`src/rtl/decode_pkg.sv`:
```
// decode_pkg: shared types for the RV32I/M decode-control stage.
//   opcode / funct7 constants, control-field enums, the control bundle
//   carried in the ID/EX register, the divide-hold FSM state, and a
//   funct3-to-ALU helper used by the decoder.
package decode_pkg;

  localparam logic [6:0] OP_R      = 7'b0110011;
  localparam logic [6:0] OP_IMM    = 7'b0010011;
  localparam logic [6:0] OP_LOAD   = 7'b0000011;
  localparam logic [6:0] OP_STORE  = 7'b0100011;
  localparam logic [6:0] OP_BRANCH = 7'b1100011;
  localparam logic [6:0] OP_LUI    = 7'b0110111;
  localparam logic [6:0] OP_AUIPC  = 7'b0010111;
  localparam logic [6:0] OP_JAL    = 7'b1101111;
  localparam logic [6:0] OP_JALR   = 7'b1100111;

  localparam logic [6:0] F7_BASE   = 7'b0000000;
  localparam logic [6:0] F7_ALT    = 7'b0100000;
  localparam logic [6:0] F7_MULDIV = 7'b0000001;

  typedef enum logic [1:0] {
    PC_SEQ    = 2'b00,
    PC_JAL    = 2'b01,
    PC_BRANCH = 2'b10,
    PC_JALR   = 2'b11
  } pc_src_t;

  typedef enum logic [1:0] {
    RES_ALU  = 2'b00,
    RES_MEM  = 2'b01,
    RES_PC4  = 2'b10,
    RES_NONE = 2'b11
  } result_src_t;

  typedef enum logic [2:0] {
    IMM_I    = 3'b000,
    IMM_S    = 3'b001,
    IMM_B    = 3'b010,
    IMM_U    = 3'b011,
    IMM_J    = 3'b100,
    IMM_NONE = 3'b111
  } imm_src_t;

  typedef enum logic [3:0] {
    ALU_ADD   = 4'b0000,
    ALU_SUB   = 4'b0001,
    ALU_AND   = 4'b0010,
    ALU_OR    = 4'b0011,
    ALU_XOR   = 4'b0100,
    ALU_SLL   = 4'b0101,
    ALU_SRL   = 4'b0110,
    ALU_SRA   = 4'b0111,
    ALU_SLT   = 4'b1000,
    ALU_SLTU  = 4'b1001,
    ALU_PASSB = 4'b1010
  } alu_ctrl_t;

  typedef enum logic [2:0] {
    MODE_NONE  = 3'b000,
    MODE_WORD  = 3'b001,
    MODE_HALF  = 3'b010,
    MODE_BYTE  = 3'b011,
    MODE_HALFU = 3'b100,
    MODE_BYTEU = 3'b101
  } mode_bu_t;

  typedef struct packed {
    logic        reg_write;
    logic        mem_write;
    logic        alu_src;
    logic        md_en;
    logic        illegal;
    pc_src_t     pc_src;
    result_src_t result_src;
    imm_src_t    imm_src;
    alu_ctrl_t   alu_ctrl;
    mode_bu_t    mode_bu;
    logic [2:0]  md_op;
    logic [4:0]  rs1;
    logic [4:0]  rs2;
    logic [4:0]  rd;
  } ctrl_bundle_t;

  typedef enum logic {
    ST_IDLE = 1'b0,
    ST_BUSY = 1'b1
  } state_t;

  // funct3 -> ALU op; alt is instr[30], sub_ok enables SUB (R-type only)
  function automatic alu_ctrl_t alu_from_funct3(input logic [2:0] funct3,
                                                input logic       alt,
                                                input logic       sub_ok);
    alu_ctrl_t op;
    case (funct3)
      3'b000:  op = (alt && sub_ok) ? ALU_SUB : ALU_ADD;
      3'b001:  op = ALU_SLL;
      3'b010:  op = ALU_SLT;
      3'b011:  op = ALU_SLTU;
      3'b100:  op = ALU_XOR;
      3'b101:  op = alt ? ALU_SRA : ALU_SRL;
      3'b110:  op = ALU_OR;
      default: op = ALU_AND;
    endcase
    return op;
  endfunction

endpackage

```
`src/rtl/decode_comb.sv`:
```
// decode_comb: pure combinational RV32I/M decode of one instruction into
// a ctrl_bundle_t.
//   instr_d : instruction word (bits [31:0] decoded)
//   ctrl_c  : decoded control bundle; illegal encodings yield the neutral
//             bundle with illegal=1
module decode_comb
  import decode_pkg::*;
#(
  parameter int unsigned DATA_WIDTH = 32,
  parameter int unsigned M_EXT      = 1
) (
  input  logic [DATA_WIDTH-1:0] instr_d,
  output ctrl_bundle_t          ctrl_c
);

  logic [6:0]   opcode;
  logic [2:0]   funct3;
  logic [6:0]   funct7;
  logic         alt;
  logic         illegal;
  ctrl_bundle_t base;
  ctrl_bundle_t dec;

  assign opcode = instr_d[6:0];
  assign funct3 = instr_d[14:12];
  assign funct7 = instr_d[31:25];
  assign alt    = instr_d[30];

  // Neutral bundle: no writes, no immediate, no result; register fields kept
  always_comb begin
    base            = '0;
    base.pc_src     = PC_SEQ;
    base.result_src = RES_NONE;
    base.imm_src    = IMM_NONE;
    base.alu_ctrl   = ALU_ADD;
    base.mode_bu    = MODE_NONE;
    base.rs1        = instr_d[19:15];
    base.rs2        = instr_d[24:20];
    base.rd         = instr_d[11:7];
  end

  // Per-opcode control
  always_comb begin
    dec     = base;
    illegal = 1'b0;
    case (opcode)
      OP_R: begin
        dec.reg_write  = 1'b1;
        dec.result_src = RES_ALU;
        if (funct7 == F7_MULDIV) begin
          if (M_EXT != 0) begin
            dec.md_en = 1'b1;
            dec.md_op = funct3;
          end else begin
            illegal = 1'b1;
          end
        end else if (funct7 == F7_BASE || funct7 == F7_ALT) begin
          dec.alu_ctrl = alu_from_funct3(funct3, alt, 1'b1);
        end else begin
          illegal = 1'b1;
        end
      end
      OP_IMM: begin
        dec.reg_write  = 1'b1;
        dec.alu_src    = 1'b1;
        dec.imm_src    = IMM_I;
        dec.result_src = RES_ALU;
        dec.alu_ctrl   = alu_from_funct3(funct3, alt, 1'b0);
      end
      OP_LOAD: begin
        dec.reg_write  = 1'b1;
        dec.alu_src    = 1'b1;
        dec.imm_src    = IMM_I;
        dec.result_src = RES_MEM;
        case (funct3)
          3'b000:  dec.mode_bu = MODE_BYTE;
          3'b001:  dec.mode_bu = MODE_HALF;
          3'b010:  dec.mode_bu = MODE_WORD;
          3'b100:  dec.mode_bu = MODE_BYTEU;
          3'b101:  dec.mode_bu = MODE_HALFU;
          default: illegal     = 1'b1;
        endcase
      end
      OP_STORE: begin
        dec.mem_write = 1'b1;
        dec.alu_src   = 1'b1;
        dec.imm_src   = IMM_S;
        case (funct3)
          3'b000:  dec.mode_bu = MODE_BYTE;
          3'b001:  dec.mode_bu = MODE_HALF;
          3'b010:  dec.mode_bu = MODE_WORD;
          default: illegal     = 1'b1;
        endcase
      end
      OP_BRANCH: begin
        dec.pc_src   = PC_BRANCH;
        dec.imm_src  = IMM_B;
        dec.alu_ctrl = ALU_SUB;
      end
      OP_LUI: begin
        dec.reg_write  = 1'b1;
        dec.alu_src    = 1'b1;
        dec.imm_src    = IMM_U;
        dec.result_src = RES_ALU;
        dec.alu_ctrl   = ALU_PASSB;
      end
      OP_AUIPC: begin
        dec.reg_write  = 1'b1;
        dec.alu_src    = 1'b1;
        dec.imm_src    = IMM_U;
        dec.result_src = RES_ALU;
      end
      OP_JAL: begin
        dec.reg_write  = 1'b1;
        dec.pc_src     = PC_JAL;
        dec.imm_src    = IMM_J;
        dec.result_src = RES_PC4;
      end
      OP_JALR: begin
        dec.reg_write  = 1'b1;
        dec.alu_src    = 1'b1;
        dec.pc_src     = PC_JALR;
        dec.imm_src    = IMM_I;
        dec.result_src = RES_PC4;
      end
      default: illegal = 1'b1;
    endcase
  end

  // Illegal encodings must not write state or redirect fetch
  always_comb begin
    ctrl_c = illegal ? base : dec;
    ctrl_c.illegal = illegal;
  end

endmodule

```
`src/rtl/decode_ctrl_stage.sv`:
```
// decode_ctrl_stage: decode + ID/EX control register with fetch handshake,
// stall/flush and a hold FSM for multi-cycle divides in Execute.
//   clk, rst          : clock, synchronous active-high reset
//   instr_d/valid_d   : instruction from IF/ID
//   stall, flush      : hazard-unit controls for the E register
//   ready_d           : combinational accept strobe back to fetch
//   *_e               : registered control bundle for Execute
//   md_busy           : divide hold in progress
module decode_ctrl_stage
  import decode_pkg::*;
#(
  parameter int unsigned DATA_WIDTH = 32,
  parameter int unsigned M_EXT      = 1,
  parameter int unsigned DIV_CYCLES = 8
) (
  input  logic                  clk,
  input  logic                  rst,
  input  logic [DATA_WIDTH-1:0] instr_d,
  input  logic                  instr_valid_d,
  input  logic                  stall,
  input  logic                  flush,
  output logic                  ready_d,
  output logic                  valid_e,
  output logic                  reg_write_e,
  output logic                  mem_write_e,
  output logic                  alu_src_e,
  output logic                  md_en_e,
  output logic                  illegal_e,
  output logic [1:0]            pc_src_e,
  output logic [1:0]            result_src_e,
  output logic [2:0]            imm_src_e,
  output logic [3:0]            alu_ctrl_e,
  output logic [2:0]            mode_bu_e,
  output logic [2:0]            md_op_e,
  output logic [4:0]            rs1_e,
  output logic [4:0]            rs2_e,
  output logic [4:0]            rd_e,
  output logic                  md_busy
);

  localparam int unsigned    CNT_W     = $clog2(DIV_CYCLES + 1);
  localparam bit             DIV_MULTI = (DIV_CYCLES > 1);
  // cnt counts the hold cycles still owed after the current one
  localparam logic [CNT_W-1:0] CNT_LOAD = CNT_W'(DIV_CYCLES - 1);

  ctrl_bundle_t     ctrl_c;
  ctrl_bundle_t     e_q, e_d;
  logic             valid_q, valid_d;
  state_t           state_q, state_d;
  logic [CNT_W-1:0] cnt_q, cnt_d;
  logic             ready_c;
  logic             is_div_c;

  decode_comb #(
    .DATA_WIDTH (DATA_WIDTH),
    .M_EXT      (M_EXT)
  ) u_decode (
    .instr_d (instr_d),
    .ctrl_c  (ctrl_c)
  );

  assign ready_c  = !stall && (state_q == ST_IDLE || cnt_q == '0);
  assign is_div_c = ctrl_c.md_en && ctrl_c.md_op[2];

  // State register and E register
  always_ff @(posedge clk) begin
    if (rst) begin
      state_q <= ST_IDLE;
      cnt_q   <= '0;
      e_q     <= '0;
      valid_q <= 1'b0;
    end else begin
      state_q <= state_d;
      cnt_q   <= cnt_d;
      e_q     <= e_d;
      valid_q <= valid_d;
    end
  end

  // Next state: flush > stall > accept/bubble > count down
  always_comb begin
    state_d = state_q;
    cnt_d   = cnt_q;
    e_d     = e_q;
    valid_d = valid_q;
    if (flush) begin
      state_d = ST_IDLE;
      cnt_d   = '0;
      e_d     = '0;
      valid_d = 1'b0;
    end else if (!stall) begin
      if (ready_c) begin
        valid_d = instr_valid_d;
        e_d     = instr_valid_d ? ctrl_c : '0;
        if (instr_valid_d && is_div_c && DIV_MULTI) begin
          state_d = ST_BUSY;
          cnt_d   = CNT_LOAD;
        end else begin
          state_d = ST_IDLE;
          cnt_d   = '0;
        end
      end else begin
        cnt_d = cnt_q - CNT_W'(1);
      end
    end
  end

  assign ready_d      = ready_c;
  assign valid_e      = valid_q;
  assign reg_write_e  = e_q.reg_write;
  assign mem_write_e  = e_q.mem_write;
  assign alu_src_e    = e_q.alu_src;
  assign md_en_e      = e_q.md_en;
  assign illegal_e    = e_q.illegal;
  assign pc_src_e     = e_q.pc_src;
  assign result_src_e = e_q.result_src;
  assign imm_src_e    = e_q.imm_src;
  assign alu_ctrl_e   = e_q.alu_ctrl;
  assign mode_bu_e    = e_q.mode_bu;
  assign md_op_e      = e_q.md_op;
  assign rs1_e        = e_q.rs1;
  assign rs2_e        = e_q.rs2;
  assign rd_e         = e_q.rd;
  assign md_busy      = (state_q == ST_BUSY);

endmodule

```
`config.mk`:
```
export PLATFORM = sky130hd
export DESIGN_NAME = decode_ctrl_stage
export DESIGN_NICKNAME = d
export VERILOG_FILES = /design/src/rtl/decode_pkg.sv /design/src/rtl/decode_comb.sv /design/src/rtl/decode_ctrl_stage.sv
export SDC_FILE = /design/constraint.sdc
export NUM_CORES = 1
export LEC_CHECK = 0
export ABC_AREA = 1
export ABC_CLOCK_PERIOD_IN_PS = 2400
export CORE_UTILIZATION = 60
export DETAILED_ROUTE_END_ITERATION = 12
export DONT_BUFFER_PORTS = 1
export PLACE_DENSITY = 0.74
export SLEW_MARGIN = 20
export SYNTH_ARGS = -nofsm -noshare
export SYNTH_HDL_FRONTEND = slang
export SYNTH_SLANG_ARGS = --single-unit
```
`constraint.sdc`:
```
create_clock -name clk -period 2.4 [get_ports clk]
set_input_delay 0.6 -clock clk [delete_from_list [all_inputs] [get_ports clk]]
set_output_delay 0.6 -clock clk [all_outputs]
set_load 0.03 [all_outputs]
```
* After elaboration in Yosys (flattened, before gate mapping)
Index checks and enable logic that the tools add are counted.
** Cells by class
- $add $sub $neg :: 1
- Equal/unequal tests :: 17
- Muxes and demuxes :: 30
- Bitwise logic cells :: 2
- Reductions and logical operators :: 20
** Operators by type and width (count)
- 37-bit two-way mux :: 2
- 4-bit case mux with 7 select lines :: 2
- 3-bit case mux with 5 select lines :: 2
- 7-bit by 6-bit equality test with 1-bit output, second input constant :: 4
- 7-bit equality test, second input constant :: 3
- 2-bit case mux with 3 select lines :: 3
- 4-bit case mux with 4 select lines :: 1
- 7-bit by 5-bit equality test with 1-bit output, second input constant :: 2
- 1-bit two-way mux :: 12
- 4-bit two-way mux :: 3
- 6-bit OR reduction :: 2
- 3-bit equality test, second input constant :: 3
- 3-bit two-way mux :: 3
- 7-bit by 1-bit equality test with 1-bit output, second input constant :: 1
- 7-bit by 2-bit equality test with 1-bit output, second input constant :: 1
- 7-bit zero test :: 1
- 7-bit OR reduction :: 1
- 3-bit by 2-bit equality test with 1-bit output, second input constant :: 2
- 3-bit case mux with 2 select lines :: 1
- 2-bit OR reduction :: 3
- 3-bit OR reduction :: 2
- 5-bit OR reduction :: 1
- 4-bit zero test :: 1
- 1-bit case mux with 4 select lines :: 1
- 9 further kinds :: 13
** Storage, ports and cells
- Register bits :: 43
- Input bits :: 37
- Output and inout bits :: 40
- Word-level logic and storage cells :: 87

* Longest topological paths before layout
- Word-level depth :: 10
- Mapped depth :: 11
- Gate-level depth less buffers :: 11

* Modules after synthesis
A second synthesis with hierarchy kept.
** Second synthesis, totals
- Cells, all modules :: 383
- Area, all modules :: 2538.7 µm²
** Modules (own cells, without submodules)
- decode_ctrl_stage :: instances 1, cells each 250, area an instance 1910.6 µm², sequential area each 860.8 µm²
- decode_comb :: instances 1, cells each 133, area an instance 628.1 µm², sequential area each 0.0 µm²

* Worst setup path before layout
No wires, ideal clock.
- Kind :: reg-to-output
- Start point :: reg cnt_q[0]
- End point :: out ready_d
- Arrival time :: 1.179 ns
- Setup slack :: 0.621 ns
- Stages on the path, launching flop included :: 7
- Cells stage by stage :: dfxtp_1 inv_1 ha_1 nand2_2 o21ai_4 nand2_4 clkinv_1
** On the way
- Longest elaborated chain between the ends :: 3
** RTL lines
- start: declaration :: line decode_ctrl_stage.sv:50 : logic [CNT_W-1:0] cnt_q, cnt_d;
- start signal: assignment :: line decode_ctrl_stage.sv:74 : cnt_q <= cnt_d;
- 4-bit zero test :: line decode_ctrl_stage.sv:62 : assign ready_c = !stall && (state_q == ST_IDLE || cnt_q == '0);
- 1-bit logical OR :: line decode_ctrl_stage.sv:62
- 1-bit logical AND :: line decode_ctrl_stage.sv:62
- end: declaration :: line decode_ctrl_stage.sv:22 : output logic ready_d,
Every way passes these cells.

* Worst setup path after layout
Same ends and word-level chain as after synthesis.

==> flow_metrics.tcl <==
set metrics [dict create \
    cp-end-kind "output port" \
    synth_compound_area_frac 0.142 \
    dieWidth_um 62.4 \
    finalNetCount 360 \
    cts.sink_count 43 \
    setup_slack_ns 0.151 \
    place_congestion 0.907 \
    syn-instance-count 323 \
    dp_slack_ns 0.503 \
    ff_latch_area_um2 861 \
    ys_seq_area_frac 0.393 \
    drt_iter0_drc 112 \
    synth_fa_ha_area_frac 0.00572 \
    max_freq_mhz 445 \
    synth_area_um2 2190 \
    clockRootBuffer "clkbuf_4" \
    layout_min_cycle_time_ns 2.25 \
    grt_use_met1 0.319 \
    ys_async_sr_fraction 0 \
    timing.final.crit_share 0.937 \
    met3_usage 0.0785 \
    cp-start-kind "register" \
    grt_overflow 0 \
    die_h_um 62.4 \
    cp-endpoint "ready_d" \
    start_util 0.641 \
    core-area_um2 3420 \
    fin_tns_setup_ns 0 \
    clkTransAtPathRegs_ns 0.12 \
    grt_max_degree 30 \
    rsz0062_at_grt "false" \
    fill_cells 335 \
    slew_violations 0 \
    multiInputGateArea_um2 1160 \
    worstMarginPinSlew_ns 0.433 \
    criticalPathCategory "reg -> out" \
    post-route-util 0.667 \
    synth.area.mux_share 0 \
    ir_drop_v 0.000250 \
    routed_wl_um 4750 \
    drive_gt1_frac 0.108 \
    synth_xor_xnor_area_share 0 \
    synth-edff-count 0 \
    ff2ff_setup_slack_ns 0.49 \
    via_per_inst 5.37 \
    synth-main-ff-cell "dfxtp_1" \
    synth.net_count 361 \
    critical_path_arrival_ns 1.65 \
    p_leak_nw 0.933 \
    setup_violations 0 \
    seqPwrFrac 0.621 \
    p_per_area_nw_per_um2 534 \
    syn_to_final_growth_pct 4.06 \
    p_sw_frac 0.278 \
    detailed_place_hpwl_um 3590 \
    cts_buffer_depth 2 \
    synth.distinct_cells 31 \
    wl_per_cell_um 12.9 \
    switching_power_mw 0.337 \
    clk_latency_ns 0.36 \
    cts_tree "done" \
    grt-busiest-layer "met2" \
    grt_pass1_vias 1797 \
    critPathRequiredTime_ns 1.80 \
    antenna_found_initial 0 \
    cts_max_level 2 \
    use_met2 0.424 \
    rr_startpoint "cnt_q[0]" \
    diodes 0 \
    synth_top_family_by_area "simple AND/OR/NAND/NOR gates" \
    crit_path_start "cnt_q[0]" \
    cap_violations 0 \
    relSlewSlack 0.711 \
    drc 0 \
    syn_area_per_cell_um2 6.78 \
    outcome "complete, no violations" \
    pwr-share-comb 0.102 \
    r2r_end "cnt_q[2]" \
    grt_pass1_wl_um 7980 \
    worstPathMaxFanout 19 \
    yosys_warnings 0 \
    power_mw 1.22 \
    first_pass_iters 4 \
    worst-r2r-cell-count 10 \
    p_int_mw 0.878 \
    holdBufCountCts 0 \
    synth-seq-cells 43 \
    cts_buffers 5 \
    die-area_um2 3890 \
    ios 77 \
    drt.antenna.violating_nets 0 \
    p_clk_frac 0.277 \
    hold_class "in -> reg" \
    rows 21 \
    synth-simple-area-share 0.380 \
    hold_viol 0 \
    grt.total_usage 0.260 \
    vias 1983 \
    io_buffers 0 \
    fin_worst_skew_ns 0.0128 \
]
==> area by class of cell <==
class                      count  area share
clock inverter                 1     0.00220
inverter                      31      0.0511
multi-input combinational    237       0.510
tap                           46      0.0253
clock buffer                   7      0.0198
timing repair buffer           4      0.0132
sequential                    43       0.378
==> cell usage in the layout (no fill, tap or decap), types with 2 or more instances in the layout <==
| master | n |
|---|---|
| nand2_2 | 3 |
| buf_4 | 4 |
| a211oi_1 | 2 |
| nor2_2 | 6 |
| dfxtp_1 | 43 |
| clkbuf_4 | 5 |
| nand3_2 | 4 |
| a21oi_1 | 37 |
| or2_2 | 2 |
| clkbuf_1 | 2 |
| nor2_4 | 2 |
| inv_2 | 3 |
| inv_1 | 27 |
| nand4_1 | 9 |
| o21ai_1 | 2 |
| nor2_1 | 29 |
| nand2_1 | 97 |
| nand3_1 | 23 |
| o21ai_0 | 8 |
| a31oi_1 | 2 |
==> power by group through the flow <==
stage,registers (mW),clock network [mW],logic (mW)
final,0.754,0.337,0.125
after detailed placement,0.771,0,0.123
after global placement,0.771,0,0.122
after CTS,0.754,0.344,0.123
after global routing,0.756,0.375,0.143
after floorplan,0.769,0,0.107
==> registers in the layout, indices dropped and copies added (netlist names) <==
signal and cells:
alu_ctrl_e 4, alu_src_e 1, cnt_q 4, illegal_e 1
imm_src_e 3, md_busy 1, md_en_e 1, md_op_e 3
mem_write_e 1, mode_bu_e 3, pc_src_e 2, rd_e 5
reg_write_e 1, result_src_e 2, rs1_e 5, rs2_e 5
valid_e 1
==> critical path: stages (launching register included) <==
cell      delay (ns)
dfxtp_1         0.33
inv_1           0.07
ha_1            0.18
nand2_2         0.08
o21ai_4         0.21
nand2_8         0.16
clkinv_1        0.09
buf_4           0.16
==> routing by layer <==
layer,wire [um],up-vias,share of wire
met5,0,-,0
met4,59,0,0.012
met3,368,6,0.077
met2,2200,62,0.46
met1,2130,866,0.45
li1,-,1049,-
==> cell families (layout without fill, tap and decap cells) <==
kind of cell / count (synthesis) / in the layout
AOI/OAI and AO/OA: 56 / 56
adders and majority gates: 1 / 1
buffers and inverters: 43 / 43
DFF: 43 / 43
and+or+nand+nor: 180 / 180
==> metrics by stage <==
| step | cells | hold slack [ns] | area [um^2] |
|---|---|---|---|
| after floorplan | 323 | 0.481 | 2190 |
| after global placement | 361 | 0.513 | 2220 |
| after detailed placement | 361 | 0.506 | 2220 |
| after CTS | 369 | 0.360 | 2270 |
| after global routing | 369 | 0.362 | 2280 |
| final | 369 | 0.366 | 2280 |
==> cell usage after synthesis, types with 2 or more instances <==
master    instances  area share
nand3_2           4       0.018
dfxtp_1          43        0.39
nor2_2            6       0.017
a211oi_1          2      0.0069
nand4_1           9       0.026
or2_2             2      0.0057
a21oi_1          37       0.085
nand3_1          23       0.053
o21ai_1           2      0.0046
inv_1            27       0.046
o21ai_0           8       0.018
nor2_1           29       0.050
nand2_2           3      0.0086
buf_4             2      0.0069
a31oi_1           2      0.0057
clkbuf_1          6       0.010
inv_2             3      0.0051
nand2_4           2       0.010
buf_2             4      0.0091
nand2_1          97        0.17
nor2_4            2       0.010
==> worst min-delay path by stage <==
stage	start	to	slack [ns]	depth (start not counted)
5_1_grt	instr_d[10]	rd_e[3]	0.36	2
4_1_cts	instr_d[8]	rd_e[1]	0.36	2
3_3_place_gp	cnt_q[3]	cnt_q[3]	0.51	2
6_report	instr_d[19]	rs1_e[4]	0.37	2
2_1_floorplan	cnt_q[3]	cnt_q[3]	0.48	2
3_5_place_dp	cnt_q[3]	cnt_q[3]	0.51	2
==> repair_timing <==
action,in CTS,in global routing
endpoints found under the setup margin,0,1
buffers inserted,0,0
resized for setup,0,1
endpoints found under the hold margin,0,0
Note: power is estimated with default switching activity, not from simulation.
